### src/rtl/biriscv_fetch_issue.sv
// biriscv_fetch_issue: issues icache reads from a local PC and buffers one bundle for decode.
// Redirects discard stale bundles and in-flight responses; a faulted fetch halts issue until redirect.
module biriscv_fetch_issue #(
    parameter logic [31:0] BOOT_VECTOR = 32'h80000000
) (
    input  logic        clk_i,
    input  logic        rst_i,
    input  logic        branch_request_i,
    input  logic [31:0] branch_pc_i,
    output logic        icache_rd_o,
    output logic [31:0] icache_pc_o,
    input  logic        icache_accept_i,
    input  logic        icache_valid_i,
    input  logic [63:0] icache_inst_i,
    input  logic        icache_error_i,
    input  logic        icache_page_fault_i,
    output logic        fetch_valid_o,
    output logic [63:0] fetch_instr_o,
    output logic [31:0] fetch_pc_o,
    output logic        fetch_fault_fetch_o,
    output logic        fetch_fault_page_o,
    output logic [1:0]  fetch_pred_branch_o,
    input  logic        fetch_accept_i
);
    localparam logic [31:0] BOOT_PC = {BOOT_VECTOR[31:3], 3'b000};

    logic [31:0] pc_q, pc_d, req_pc_q, req_pc_d, out_pc_q, out_pc_d;
    logic [63:0] instr_q, instr_d;
    logic        outstanding_q, outstanding_d, drop_q, drop_d, halt_q, halt_d;
    logic        started_q, started_d, valid_q, valid_d, err_q, err_d, pf_q, pf_d;
    logic        req, rsp;

    always_comb begin
        icache_rd_o   = started_q & ~outstanding_q & ~halt_q & ~branch_request_i & (~valid_q | fetch_accept_i);
        req           = icache_rd_o & icache_accept_i;
        rsp           = icache_valid_i & outstanding_q;
        pc_d          = pc_q;
        req_pc_d      = req_pc_q;
        out_pc_d      = out_pc_q;
        instr_d       = instr_q;
        outstanding_d = rsp ? 1'b0 : (req | outstanding_q);
        drop_d        = drop_q;
        halt_d        = halt_q;
        started_d     = 1'b1;
        valid_d       = valid_q;
        err_d         = err_q;
        pf_d          = pf_q;
        if (req) begin
            pc_d     = {pc_q[31:3], 3'b000} + 32'd8;
            req_pc_d = pc_q;
        end
        // A response landing in the redirect cycle is consumed here, so no drop is armed for it.
        if (branch_request_i) begin
            valid_d = 1'b0;
            pc_d    = branch_pc_i;
            halt_d  = 1'b0;
            drop_d  = outstanding_q & ~icache_valid_i;
        end else if (rsp & drop_q) begin
            drop_d = 1'b0;
        end else if (rsp) begin
            valid_d  = 1'b1;
            instr_d  = icache_inst_i;
            out_pc_d = req_pc_q;
            err_d    = icache_error_i;
            pf_d     = icache_page_fault_i;
            halt_d   = icache_error_i | icache_page_fault_i;
        end else if (valid_q & fetch_accept_i) begin
            valid_d = 1'b0;
        end
    end

    always_ff @(posedge clk_i or posedge rst_i) begin
        if (rst_i) begin
            pc_q          <= BOOT_PC;
            req_pc_q      <= '0;
            out_pc_q      <= '0;
            instr_q       <= '0;
            outstanding_q <= 1'b0;
            drop_q        <= 1'b0;
            halt_q        <= 1'b0;
            started_q     <= 1'b0;
            valid_q       <= 1'b0;
            err_q         <= 1'b0;
            pf_q          <= 1'b0;
        end else begin
            pc_q          <= pc_d;
            req_pc_q      <= req_pc_d;
            out_pc_q      <= out_pc_d;
            instr_q       <= instr_d;
            outstanding_q <= outstanding_d;
            drop_q        <= drop_d;
            halt_q        <= halt_d;
            started_q     <= started_d;
            valid_q       <= valid_d;
            err_q         <= err_d;
            pf_q          <= pf_d;
        end
    end

    assign icache_pc_o         = {pc_q[31:3], 3'b000};
    assign fetch_valid_o       = valid_q;
    assign fetch_instr_o       = instr_q;
    assign fetch_pc_o          = out_pc_q;
    assign fetch_fault_fetch_o = err_q;
    assign fetch_fault_page_o  = pf_q;
    assign fetch_pred_branch_o = 2'b00;
endmodule

### config.mk
export PLATFORM = sky130hd
export DESIGN_NAME = biriscv_fetch_issue
export DESIGN_NICKNAME = d
export VERILOG_FILES = /design/src/rtl/biriscv_fetch_issue.sv
export SDC_FILE = /design/constraint.sdc
export NUM_CORES = 1
export LEC_CHECK = 0
export BUFFER_PORTS_ARGS = -buffer_cell sky130_fd_sc_hd__buf_2
export CAP_MARGIN = 20
export CORE_AREA = 2 2 138 140
export CTS_CLUSTER_DIAMETER = 40
export DETAILED_ROUTE_END_ITERATION = 7
export DIE_AREA = 0 0 140 142
export HOLD_SLACK_MARGIN = 0.05
export PLACE_DENSITY = 0.66
export SYNTH_ARGS = -nofsm -noshare
export SYNTH_HDL_FRONTEND = slang
export SYNTH_SLANG_ARGS = --single-unit
### constraint.sdc
create_clock -name clk_i -period 8.6 [get_ports clk_i]
set_clock_uncertainty 0.15 [all_clocks]
set_input_delay 0.43 -clock clk_i [delete_from_list [all_inputs] [get_ports clk_i]]
set_output_delay 0.43 -clock clk_i [all_outputs]
set_load 0.05 [all_outputs]
[Yosys cells after proc, flatten, opt, wreduce, memory -nomap -nowiden]
Cells that the tools add are included.
Storage, ports and cells
  flip-flop bits (word level): 167
  bits in latches: 0
  bits in writable memories: 0
  ROM bits: 0
  output and inout bits: 134
  logic and storage cells: 50
  memories kept: 0
Operators by class
  add/subtract/negate cells: 1
  multipliers: 0
  div/mod/pow operators: 0
  $lt $le $gt $ge: 0
  equal/unequal tests: 1
  shifts and indexed selects: 0
  multiplexer cells: 12
  bitwise gates (word level): 18
  reduce and logical (&&, ||, !) cells: 7
Operators by type and width (count)
  32-bit 2-to-1 mux: 2
  32-bit by 4-bit adder with 32-bit output (second input constant): 1
  1-bit 2-to-1 mux: 10
  1-bit AND: 9
  1-bit inverter: 6
  2-bit nonzero test: 3
  2-bit AND reduction: 2
  1-bit OR: 3
  3-bit AND reduction: 1
  3-bit nonzero test: 1
  2-bit != test (second input constant): 1

[Depth between registers and ports, before layout]
Gate-level depths: netlist of the first run.
  depth after elaboration: 8
  mapped depth: 8
  depth with buffers taken out: 6

[Least setup slack after synthesis of the first run]
Ideal clock, no wire load.
  path type: input -> register
  start point: input branch_request_i
  end point: register pc_q[22]
  setup time: 0.128 ns
  arrival: 1.727 ns
  data required time: 8.322 ns
  setup slack: 6.596 ns
  stages on the path: 7
  buffers on the path: 2
  cells stage by stage: buf_6 nor4b_4 and3_1 buf_6 nand2_2 nor3b_2 mux2_1
Between the ends
  word-level cells in the longest chain between the ends: 5
  elaborated cells between the ends (all ways): 6
  classes of those cells: mux (1); bitwise (4); reduce/logical (1)
Ends and longest elaborated chain
  start, declared: RTL line 8  | input logic branch_request_i,
  1-bit inverter (no source line)
  1-bit AND (2 in a row): RTL line 34  | icache_rd_o = started_q & ~outstanding_q & ~halt_q & ~branch_request_i & (~valid_q | fetch_accept_i);
  1-bit AND: RTL line 35  | req = icache_rd_o & icache_accept_i;
  2-bit nonzero test (no source line)
  end signal, assigned: RTL line 86  | pc_q <= pc_d;
  end, declared: RTL line 27  | logic [31:0] pc_q, pc_d, req_pc_q, req_pc_d, out_pc_q, out_pc_d;
Parallel ways exist; a longest one is shown, timed or not.
A chain may end at the register's enable or synchronous reset.

[Final worst setup path of the first run]
  start point: input branch_request_i
  end point: register pc_q[24]
The elaborated chain is that of the path after synthesis.

==> results by group, run 1 <==
Clock network
  – Clock Sinks: 167
  – CTS tree: yes
  – Post-CTS Setup Bufs: 0
  – Root Buffer: clkbuf_16
  – Post-CTS resize count: 0
  – Clock transition at path regs: 0.07 ns
  – CTS buffer count: 17
  – Worst-Skew Late Latency: 0.42 ns
  – H-Tree Depth: 4
  – CTS Buffer Depth: 2
  – Post-CTS Hold Buffers: 1

Critical path
  – Cell count along the critical path: 7
  – Worst setup EP type: register
  – Worst Path Max Fanout: 54
  – CP arrival: 2.92 ns
  – Crit path kind: input pin to register
  – CP startpoint kind: input pin
  – Crit-path slowest cell: and3_2
  – Crit path cell chain: buf_2 -> buf_4 -> nor4b_4 -> and3_2 -> nor2_2 -> a21o_1 -> a221o_1
  – CP required: 8.75 ns
  – Buf+Inv Stages, Crit Path: 2
  – Top Family by Delay on Critical Path: simple AND/OR/NAND/NOR gates
  – Worst Reg2Reg Path Length in Cells: 5
  – Reg2Reg Setup Slack: 5.89 ns
  – Highest cell delay on the worst timing path: 0.82 ns

Yosys
  – Yosys top cell by area: dfrtp_1
  – Synth Area in Simple Gates: 12.8%
  – Main combinational cell family by area after synthesis: multiplexers
  – Post-synthesis compound-gate area fraction: 6.46%
  – Syn Inst Count: 613
  – Cell with the most instances after synthesis: dfrtp_1
  – Mean area per synthesized cell: 11.8 um^2
  – Commonest cells in the netlist: dfrtp_1 (166), nand2_1 (121), mux2_2 (91)
  – Xor and xnor area share after synthesis: 0.608%
  – Ranking of synthesized cells by area: dfrtp_1 (58%), mux2_2 (14%), nand2_1 (6.3%)
  – Post-Syn Area: 7210 um^2
  – EDFF count, synth: 0
  – Synthesis Warnings: 0
  – Post-synthesis adder-cell area fraction: 0.174%
  – Register area share after synthesis: 58.0%
  – #FFs+latches synth: 167
  – Top-area cell type share of the netlist area: 57.6%
  – Post-synthesis mux area share: 15.6%
  – Asr flop ratio synth: 100%
  – Synth unique cells: 51
  – Ys flop type: dfrtp_1

Timing
  – Final worst-path cycle share: 32.2%
  – Post-route setup TNS: 0 ns
  – Slew @ Worst Pin: 0.892 ns
  – RSZ-0062 raised after global routing: no
  – Slew Limit Fails: 0
  – Endpoints failing setup: 0
  – Final hold vios: 0
  – Fmax: 0.361 GHz
  – Minimum clock period after layout: 2.77 ns
  – Slew headroom: 40.5%
  – Hold_ws: 0.0766 ns

Final layout
  – Post-route cell area: 8890 um^2
  – Core Util, Final: 48.2%
  – Nets: 916
  – Share of layout cells above drive strength 1: 45.1%
  – Synthesis-to-layout area growth: 23.4%

Placement
  – Routability cong.: 0.757
  – DP Area: 8310 um^2
  – Buffers on Ports: 232
  – HPWL after DPL: 12.3 mm

Drt
  – Iter 0 DRT Violations: 297
  – Final wirelength: 17.5 mm
  – WL per Instance: 16.5 um
  – Vias per cell: 4.95
  – DRT Pass-1 Iters: 8
  – Post-route ant nets: 0
  – Residual DRC count: 50
  – Vias after detailed routing: 5,238

Floorplanning
  – Die ar.: 19,900 um^2
  – Ports: 238
  – Core Box Area: 18,500 um^2
  – Row count: 50
  – Chip width: 140 um
  – Effective utilization at floorplan: 39.1%
  – Die Height: 142 um

Power and ir drop
  – Power per Cell Area: 400 nW/um^2
  – Max IR drop VDD: 0.000135 V
  – Total Power: 3.56 mW
  – P_leak: 4.40 nW

Global routing
  – Global route overflow: 0
  – Antenna violations before repair: 0
  – First-pass GRT wire length: 27.6 mm
  – Largest net degree at the start of global routing: 70
  – Vias in the first global route: 5,170
  – Total GRT Usage: 17.8%

Status
  – Outcome: finished, violations left
  – Failing checks: DRC

Min path
  – Worst hold path type: input pin to register
  – Hold depth: 3

Run
  – Max-cap violation count: 0
==> report_power, final <==
part           switching, mW  internal [mW]
registers              0.174           1.10
clock network          0.344          0.384
logic                   1.15          0.412
==> layout by cell type (no fill, tap or decap), types with 3 or more instances in the layout <==
cell / count
nand4_1: 15
buf_4: 6
dfrtp_1: 166
clkinv_4: 3
nor2_1: 13
mux2_1: 8
o211ai_1: 4
xor2_1: 3
inv_1: 7
o21ai_1: 9
a221o_1: 6
buf_2: 232
inv_8: 4
o21ai_0: 24
o311ai_1: 6
a31oi_1: 3
and3_1: 4
clkinvlp_4: 3
mux2_2: 91
a21oi_1: 7
a21o_1: 3
nand2b_1: 3
clkbuf_16: 17
nand2_1: 121
a22oi_1: 3
nor2b_1: 5
inv_6: 4
nand3_1: 12
conb_1: 6
==> registers in the layout, summed over array words and instances (netlist names) <==
name	count
outstanding_q	1
fetch_pc_o	32
started_q	1
halt_q	1
fetch_instr_o	64
req_pc_q	32
fetch_fault_fetch_o	1
fetch_valid_o	1
fetch_fault_page_o	1
pc_q	32
drop_q	1
==> final cells by class <==
cell class | count | area, um^2
Inverter | 8 | 35.0
Fill cell | 1747 | 9560
Antenna cell | 1 | 2.50
Sequential cell | 167 | 4180
Multi-Input combinational cell | 378 | 2600
Timing Repair Buffer | 239 | 1220
Clock inverter | 14 | 136
Tap cell | 234 | 293
Clock buffer | 18 | 429
==> metrics by stage <==
step | std cells | setup WS, ns
after floorplan | 617 | 3.50
after CTS | 1058 | 5.81
final | 1059 | 5.83
after detailed placement | 1025 | 5.37
after global placement | 1025 | 5.41
after global routing | 1058 | 5.63
==> worst register-to-register path: stages, from the launching register on <==
cell,delay (ns)
dfrtp_1,0.42
nor4b_4,0.31
and3_2,0.82
nor2_2,0.34
a21o_1,0.25
a221o_1,0.29
==> metal layers <==
metal / part of all wire [%] / track usage, % / vias to the layer above / wire (um)
met3: 7.2 / 5.65 / 11 / 1250
li1: - / - / 2481 / -
met1: 43 / 22.4 / 2556 / 7470
met2: 49 / 29.8 / 190 / 8650
met5: 0 / 0 / - / 0
met4: 0.65 / 4.63 / 0 / 114
==> final timing paths <==
| kind | from | end |
|---|---|---|
| max | branch_request_i | pc_q[24]$_DFFE_PP0P_ |
| min | branch_pc_i[7] | pc_q[7]$_DFFE_PP0P_ |
| max reg2reg | outstanding_q$_DFF_PP0_ | pc_q[24]$_DFFE_PP0P_ |
| min reg2reg | req_pc_q[28]$_DFFE_PP0P_ | req_pc_q[28]$_DFFE_PP0P_ |
| max in group asynchronous | rst_i | req_pc_q[26]$_DFFE_PP0P_ |
| min in group asynchronous | rst_i | fetch_instr_o[3]$_DFFE_PP0P_ |
==> logic make-up after synthesis <==
| family | Yosys count |
|---|---|
| compound gates | 72 |
| xor+xnor | 5 |
| fa+ha+maj | 1 |
| buf+inv | 72 |
| flops | 167 |
| mux | 100 |
| other cells | 2 |
| simple gates | 194 |
Note: power is estimated with default switching activity, not from simulation.
==> inputs of run 2 (changes only) <==
--- a/config.mk
+++ b/config.mk
@@ -5,12 +5,13 @@
 export SDC_FILE = /design/constraint.sdc
 export NUM_CORES = 1
 export LEC_CHECK = 0
+export ABC_AREA = 1
 export BUFFER_PORTS_ARGS = -buffer_cell sky130_fd_sc_hd__buf_2
 export CAP_MARGIN = 20
-export CORE_AREA = 2 2 138 140
+export CORE_AREA = 2 2 140 142
 export CTS_CLUSTER_DIAMETER = 40
 export DETAILED_ROUTE_END_ITERATION = 7
-export DIE_AREA = 0 0 140 142
+export DIE_AREA = 0 0 142 144
 export HOLD_SLACK_MARGIN = 0.05
 export PLACE_DENSITY = 0.66
 export SYNTH_ARGS = -nofsm -noshare
==> constraint.sdc (replaced) <==
create_clock -name clk_i -period 2.6 [get_ports clk_i]
set_clock_uncertainty 0.15 [all_clocks]
set_input_delay 0.13 -clock clk_i [delete_from_list [all_inputs] [get_ports clk_i]]
set_output_delay 0.13 -clock clk_i [all_outputs]
set_load 0.05 [all_outputs]
==> run 2 against run 1 <==
  * The flow now finishes without violations
  * Non-clock buffer count increased by 107
  * Synthesized cell count is 54% higher
  * Combinational power rose to 3.5 times the previous value
==> results by group, run 2 <==
Drt
  – Vias per cell: 4.59 (was 4.95)
  – Post-route ant nets: 0 (unchanged)
  – Final wirelength: 20.9 mm (was 17.5 mm)
  – DRT Pass-1 Iters: 5 (was 8)
  – Iter 0 DRT Violations: 283 (was 297)
  – Residual DRC count: 0 (was 50)
  – Vias after detailed routing: 6,843 (was 5,238)
  – WL per Instance: 14.0 um (was 16.5 um)

Power and ir drop
  – P_leak: 5.58 nW (was 4.40 nW)
  – Max IR drop VDD: 0.000469 V (was 0.000135 V)
  – P_sw: 5.92 mW (was 1.66 mW)
  – Pint: 6.35 mW (was 1.89 mW)
  – Power per Cell Area: 1190 nW/um^2 (was 400 nW/um^2)
  – Sw Share: 48.2% (was 46.7%)
  – Reg power frac: 34.7% (was 35.8%)
  – Combinational power share: 44.7% (was 43.8%)
  – Clk pwr share: 20.5% (about the same)

Yosys
  – Ranking of synthesized cells by area: dfrtp_1 (55%), nand2_1 (24%), nand3_1 (3.7%) (was dfrtp_1 (58%), mux2_2 (14%), nand2_1 (6.3%))
  – Post-Syn Area: 7490 um^2 (was 7210 um^2)
  – Top-area cell type share of the netlist area: 55.5% (was 57.6%)
  – Register area share after synthesis: 55.8% (was 58.0%)
  – Yosys top cell by area: dfrtp_1 (unchanged)
  – Cell with the most instances after synthesis: nand2_1 (was dfrtp_1)
  – Syn Inst Count: 941 (was 613)
  – #FFs+latches synth: 167 (unchanged)
  – Ys flop type: dfrtp_1 (unchanged)
  – EDFF count, synth: 0 (unchanged)
  – Commonest cells in the netlist: nand2_1 (474), dfrtp_1 (166), inv_1 (59) (was dfrtp_1 (166), nand2_1 (121), mux2_2 (91))
  – Synthesis Warnings: 0 (unchanged)
  – Asr flop ratio synth: 100% (unchanged)
  – Synth unique cells: 24 (was 51)
  – Mean area per synthesized cell: 7.96 um^2 (was 11.8 um^2)

Final layout
  – Most common cell after layout, fill and taps aside: nand2_1 (was buf_2)
  – Largest register FFs: 64 (unchanged)
  – Synthesis-to-layout area growth: 37.1% (was 23.4%)
  – Finished Layout Cells: 1,491 (was 1,059)
  – Nets: 1,345 (was 916)
  – Most frequent cells in the layout: nand2_1 (474), buf_2 (232), dfrtp_1 (166) (was buf_2 (232), dfrtp_1 (166), nand2_1 (121))
  – Share of layout cells above drive strength 1: 22.7% (was 45.1%)
  – Number of diodes: 0 (was 1)

Clock network
  – Clock transition at path regs: 0.06 ns (was 0.07 ns)
  – H-Tree Depth: 4 (unchanged)
  – Clock Sinks: 167 (unchanged)
  – Worst-Skew Late Latency: 0.42 ns (about the same)
  – CTS buffer count: 17 (unchanged)
  – CTS tree: yes (unchanged)
  – Root Buffer: clkbuf_16 (unchanged)
  – Post-CTS resize count: 0 (unchanged)
  – CTS Buffer Depth: 2 (unchanged)

Global routing
  – Antenna violations before repair: 0 (unchanged)
  – First-pass GRT wire length: 32.6 mm (was 27.6 mm)
  – Total GRT Usage: 20.5% (was 17.8%)
  – Global route overflow: 0 (unchanged)
  – Vias in the first global route: 6,342 (was 5,170)
  – Largest net degree at the start of global routing: 113 (was 70)

Floorplanning
  – Effective utilization at floorplan: 39.2% (was 39.1%)
  – Ports: 238 (unchanged)
  – Die Height: 144 um (was 142 um)
  – Die ar.: 20,400 um^2 (was 19,900 um^2)
  – Row count: 51 (was 50)
  – Chip width: 142 um (was 140 um)
  – Core Box Area: 19,100 um^2 (was 18,500 um^2)

Timing
  – Final hold vios: 0 (unchanged)
  – Slew headroom: 32.7% (was 40.5%)
  – Slew Limit Fails: 0 (unchanged)
  – Final worst-path cycle share: 77.6%
  – Post-route setup TNS: 0 ns (unchanged)
  – Slew @ Worst Pin: 1.01 ns (was 0.892 ns)
  – RSZ-0062 raised after global routing: no (unchanged)
  – Minimum clock period after layout: 2.02 ns
  – Fmax: 0.495 GHz
  – Worst setup margin: 0.581 ns (was 5.83 ns)
  – Endpoints failing setup: 0 (unchanged)

Placement
  – Routability cong.: 0.845 (was 0.757)
  – Pre-CTS WS: 0.622 ns (was 5.37 ns)
  – HPWL after DPL: 13.8 mm (was 12.3 mm)
  – Placed cells: 1,353 (was 1,025)
  – Buffers on Ports: 232 (unchanged)

Min path
  – Worst hold path type: input pin to register (unchanged)

Critical path
  – Worst Path Max Fanout: 98 (was 54)
  – CP arrival: 2.22 ns (was 2.92 ns)
  – Worst setup EP type: register (unchanged)
  – CP startpoint kind: register (was input pin)
  – CP required: 2.80 ns (was 8.75 ns)
  – Crit path kind: register to register (was input pin to register)

Run
  – Max-cap violation count: 0 (unchanged)

Status
  – Outcome: finished clean (was finished, violations left)
## run 2: changes by cell type in the layout (fill, tap and decap cells not counted), moves of 9 or more
cell,delta
dlygate4sd3_1,+105
inv_1,+51
mux2_2,-91
nand2_1,+353
nand3_1,+44
nand4_1,-15
nor2_1,+24
o21ai_0,+31
o21ai_1,-9
## run 2: power groups by stage
stage / clock (mW) / combinational (mW) / sequential, mW
after CTS: 2.60 / 5.52 / 4.26
after detailed placement: 0 / 5.39 / 4.29
after global routing: 2.71 / 5.88 / 4.40
after global placement: 0 / 5.33 / 4.27
final: 2.52 / 5.48 / 4.26
after floorplan: 0 / 1.54 / 6.85
## run 2: final timing paths
check                      depth (start not counted)  slack [ns]                     startpoint                             to
setup / recovery                                   8        0.58        outstanding_q$_DFF_PP0_  fetch_instr_o[31]$_DFFE_PP0P_
hold / removal                                     4        0.08                icache_accept_i        outstanding_q$_DFF_PP0_
setup reg to reg                                   8        0.58        outstanding_q$_DFF_PP0_  fetch_instr_o[31]$_DFFE_PP0P_
hold reg to reg                                    2        0.31  fetch_instr_o[51]$_DFFE_PP0P_  fetch_instr_o[51]$_DFFE_PP0P_
max in group asynchronous                          4        1.46                          rst_i  fetch_instr_o[30]$_DFFE_PP0P_
min in group asynchronous                          4        0.31                          rst_i  fetch_instr_o[11]$_DFFE_PP0P_
## run 2: kinds of logic (layout without fill, tap and decap cells)
kind of cell	Yosys count	after routing	share of synthesized area, %
buffers and inverters	131	439	8.96
xor gates and xnor gates	1	1	0.117
adders and majority gates	1	1	0.167
DFF	167	167	55.8
and+or+nand+nor	577	577	30.4
AOI/OAI and AO/OA	62	62	4.40
other	2	6	0.100
## run 2: critical path, cell delays in order (launching register included)
cell and delay (ns):
dfrtp_1 0.40, nand2_1 0.12, nor2_1 0.06, inv_2 0.07
nor2_4 0.04, inv_2 0.05, buf_4 0.73, nand2_1 0.13
nand2_1 0.12
## run 2: timing repair
item | 4_1_cts | 5_1_grt
endpoints found under the hold margin | 268 | 0
endpoints found under the setup margin | 0 | 0
hold buffers | 106 | 0
buffers inserted | 0 | 0
## run 2: area by class of cell
type | count | area [um^2]
Clock buffer | 19 | 453
Clock inverter | 13 | 145
Fill cell | 1768 | 8810
Inverter | 61 | 233
Multi-Input combinational cell | 647 | 2650
Sequential cell | 167 | 4180
Tap cell | 238 | 298
Timing Repair Buffer | 346 | 2310
## run 2: per-stage QoR
step	hold WS, ns	area, um^2	util (%)	total power, mW
6_report	0.0772	10300	53.8	12.3
5_1_grt	0.0703	10300	53.8	13.0
4_1_cts	0.0592	10300	53.8	12.4
3_5_place_dp	0.186	8610	45.1	9.68
3_3_place_gp	0.181	8610	45.1	9.60
2_1_floorplan	0.0966	7500	-	8.39
## run 2: layer usage
layer | GRT usage (%) | vias up | wire [um]
met3 | 4.57 | 30 | 1160
met4 | 8.32 | 0 | 465
met1 | 26.5 | 3117 | 9550
met2 | 33.7 | 236 | 9730
li1 | - | 3460 | -
met5 | 0 | - | 0
==> inputs of run 3 (changes only) <==
==> config.mk (replaced) <==
export PLATFORM = sky130hd
export DESIGN_NAME = biriscv_fetch_issue
export DESIGN_NICKNAME = d
export VERILOG_FILES = /design/src/rtl/biriscv_fetch_issue.sv
export SDC_FILE = /design/constraint.sdc
export NUM_CORES = 1
export LEC_CHECK = 0
export ABC_AREA = 0
export BUFFER_PORTS_ARGS = -buffer_cell sky130_fd_sc_hd__buf_2
export CAP_MARGIN = 20
export CORE_AREA = 2 2 138 140
export CTS_CLUSTER_DIAMETER = 40
export DETAILED_ROUTE_END_ITERATION = 7
export DIE_AREA = 0 0 140 142
export HOLD_SLACK_MARGIN = 0.05
export PLACE_DENSITY = 0.68
export SYNTH_ARGS = -nofsm -noshare
export SYNTH_HDL_FRONTEND = slang
export SYNTH_SLANG_ARGS = --single-unit
==> constraint.sdc (replaced) <==
create_clock -name clk_i -period 1.72 [get_ports clk_i]
set_clock_uncertainty 0.15 [all_clocks]
set_input_delay 0.086 -clock clk_i [delete_from_list [all_inputs] [get_ports clk_i]]
set_output_delay 0.086 -clock clk_i [all_outputs]
set_load 0.05 [all_outputs]
==> run 3 against run 2 <==
  * The flow now finishes with violations (DRC, setup timing)
  * Worst hold slack got worse by 0.052 ns
  * Sequential share of layout area shrank 4.1 points
  * Clock power is 54% higher
  * Count of clock-buffer cells in the layout is the same
  * Design area grew 11%
  * Total power increased by 61%
==> results by group, run 3 (same netlist as run 1, synthesis figures left out) <==
Power and ir drop
  – Total Power: 19.8 mW (was 12.3 mW)
  – Power per Cell Area: 1730 nW/um^2 (was 1190 nW/um^2)
  – Max IR drop VDD: 0.000644 V (was 0.000469 V)
  – P_leak: 5.66 nW (was 5.58 nW)

Final layout
  – Nets: 1,114 (was 1,345)
  – Share of layout cells above drive strength 1: 48.5% (was 22.7%)
  – Most common cell after layout, fill and taps aside: buf_2 (was nand2_1)
  – Number of diodes: 0 (unchanged)
  – Fill count: 1,396 (was 1,768)
  – Largest register FFs: 64 (unchanged)
  – Most frequent cells in the layout: buf_2 (231), dfrtp_1 (165), nand2_1 (119) (was nand2_1 (474), buf_2 (232), dfrtp_1 (166))
  – Synthesis-to-layout area growth: 58.6% (was 37.1%)

Critical path
  – Worst setup EP type: register (unchanged)
  – Highest cell delay on the worst timing path: 0.41 ns (was 0.73 ns)
  – Crit path cell chain: nor4b_4 -> and3_4 -> nand2_2 -> nor3b_2 -> mux2_4 (was nand2_1 -> nor2_1 -> inv_2 -> nor2_4 -> inv_2 -> buf_4 -> nand2_1 -> nand2_1)
  – Crit-path slowest cell: dfrtp_1 (was buf_4)
  – Buf+Inv Stages, Crit Path: 0 (was 3)
  – CP startpoint kind: register (unchanged)
  – R2R Path Start: halt_q$_DFFE_PP0P_ (was outstanding_q$_DFF_PP0_)
  – Worst setup path startpoint: halt_q$_DFFE_PP0P_ (was outstanding_q$_DFF_PP0_)
  – CP arrival: 2.02 ns (was 2.22 ns)
  – Crit path kind: register to register (unchanged)
  – Worst Path Max Fanout: 4 (was 98)
  – CP required: 1.87 ns (was 2.80 ns)
  – Top Family by Delay on Critical Path: simple AND/OR/NAND/NOR gates (was buffers and inverters)

Global routing
  – Vias in the first global route: 6,349 (was 6,342)
  – First-pass GRT wire length: 34.4 mm (was 32.6 mm)
  – Global route overflow: 0 (unchanged)
  – Total GRT Usage: 22.2% (was 20.5%)
  – Antenna violations before repair: 0 (unchanged)
  – Largest net degree at the start of global routing: 62 (was 113)

Placement
  – Buffers on Ports: 232 (unchanged)
  – Routability cong.: 0.814 (was 0.845)
  – Pre-CTS WS: -0.128 ns (was 0.622 ns)
  – HPWL after DPL: 14.1 mm (was 13.8 mm)

Timing
  – Worst setup margin: -0.149 ns (was 0.581 ns)
  – Final hold vios: 0 (unchanged)
  – Final worst-path cycle share: 109% (was 77.6%)
  – Fmax: 0.535 GHz (was 0.495 GHz)
  – Slew Limit Fails: 0 (unchanged)
  – RSZ-0062 raised after global routing: yes (was no)
  – Minimum clock period after layout: 1.87 ns (was 2.02 ns)
  – Endpoints failing setup: 141 (was 0)

Drt
  – Post-route ant nets: 0 (unchanged)
  – Vias after detailed routing: 6,156 (was 6,843)
  – Iter 0 DRT Violations: 328 (was 283)
  – WL per Instance: 18.0 um (was 14.0 um)
  – Vias per cell: 4.91 (was 4.59)
  – Residual DRC count: 25 (was 0)
  – DRT Pass-1 Iters: 8 (was 5)
  – Final wirelength: 22.6 mm (was 20.9 mm)

Clock network
  – H-Tree Depth: 4 (unchanged)
  – Post-CTS Hold Buffers: 103 (was 106)
  – Worst-Skew Late Latency: 0.42 ns (about the same)
  – Root Buffer: clkbuf_16 (unchanged)
  – CTS buffer count: 17 (unchanged)
  – Clock transition at path regs: 0.06 ns (about the same)
  – Clock Sinks: 167 (unchanged)
  – CTS tree: yes (unchanged)
  – CTS Buffer Depth: 2 (unchanged)

Floorplanning
  – Die ar.: 19,900 um^2 (was 20,400 um^2)
  – Die Height: 142 um (was 144 um)
  – Chip width: 140 um (was 142 um)
  – Ports: 238 (unchanged)
  – Row count: 50 (was 51)
  – Effective utilization at floorplan: 39.1% (was 39.2%)
  – Core Box Area: 18,500 um^2 (was 19,100 um^2)

Min path
  – Worst hold path type: input pin to register (unchanged)
  – Worst Min Path Start: icache_accept_i (unchanged)

Status
  – Failing checks: DRC, setup timing
  – Outcome: finished, violations left (was finished clean)

Run
  – Max-cap violation count: 0 (unchanged)
==> run 3: per-layer routing <==
| metal | routed length, um | GRT usage, % |
|---|---|---|
| met3 | 1390 | 5.89 |
| met1 | 9500 | 27.7 |
| met4 | 584 | 7.50 |
| met2 | 11100 | 37.8 |
| met5 | 0 | 0 |
==> run 3: area by class of cell <==
type / count / area (um^2) / share of cell area [%]
Sequential cell: 167 / 4180 / 36.6
Tap cell: 234 / 293 / 2.56
Inverter: 8 / 33.8 / 0.296
Clock buffer: 19 / 443 / 3.88
Clock inverter: 11 / 150 / 1.31
Timing Repair Buffer: 437 / 3300 / 28.9
Multi-Input combinational cell: 378 / 3030 / 26.5
==> run 3: path summary, 6_finish.rpt <==
path / to / slack, ns / cells after the start
worst max-delay path: pc_q[22]$_DFFE_PP0P_ / -0.15 / 5
worst min-delay path: pc_q[28]$_DFFE_PP0P_ / 0.03 / 4
worst max register to register: pc_q[22]$_DFFE_PP0P_ / -0.15 / 5
worst min register to register: req_pc_q[1]$_DFFE_PP0P_ / 0.32 / 2
max in group asynchronous: pc_q[31]$_DFFE_PP1P_ / 0.17 / 5
min in group asynchronous: fetch_instr_o[8]$_DFFE_PP0P_ / 0.63 / 4
==> run 3: through the flow <==
step           cells  setup TNS, ns  utilization, %  area (um^2)  hold WS (ns)
6_report        1254          -9.90            61.9        11400        0.0252
5_1_grt         1254         -18.52            61.9        11400        0.0334
4_1_cts         1248          -5.34            60.3        11100       -0.0155
3_5_place_dp    1106          -4.69            49.0         9050       -0.0850
3_3_place_gp    1106         -0.969            49.0         9050       -0.0866
2_1_floorplan    617        -112.85               -         7240        0.0475
==> run 3: worst min-delay path, cell delays in order <==
cell and delay (ns):
buf_2 0.13, nand3_4 0.11, or4_1 0.13, nand3_1 0.08
==> run 3: report_power, final <==
part           total (mW)  switching, mW  internal (mW)
logic                9.44           6.20           3.24
registers            6.44          0.929           5.51
clock network        3.88           1.56           2.32
==> run 3: repair_timing <==
| action | in CTS | in global routing |
|---|---|---|
| cloned | 2 | 4 |
| endpoints found under the setup margin | 144 | 163 |
| gates resized for setup | 102 | 56 |
| setup buffers | 7 | 4 |
| endpoints found under the hold margin | 268 | 1 |
| pin swaps | 6 | 10 |
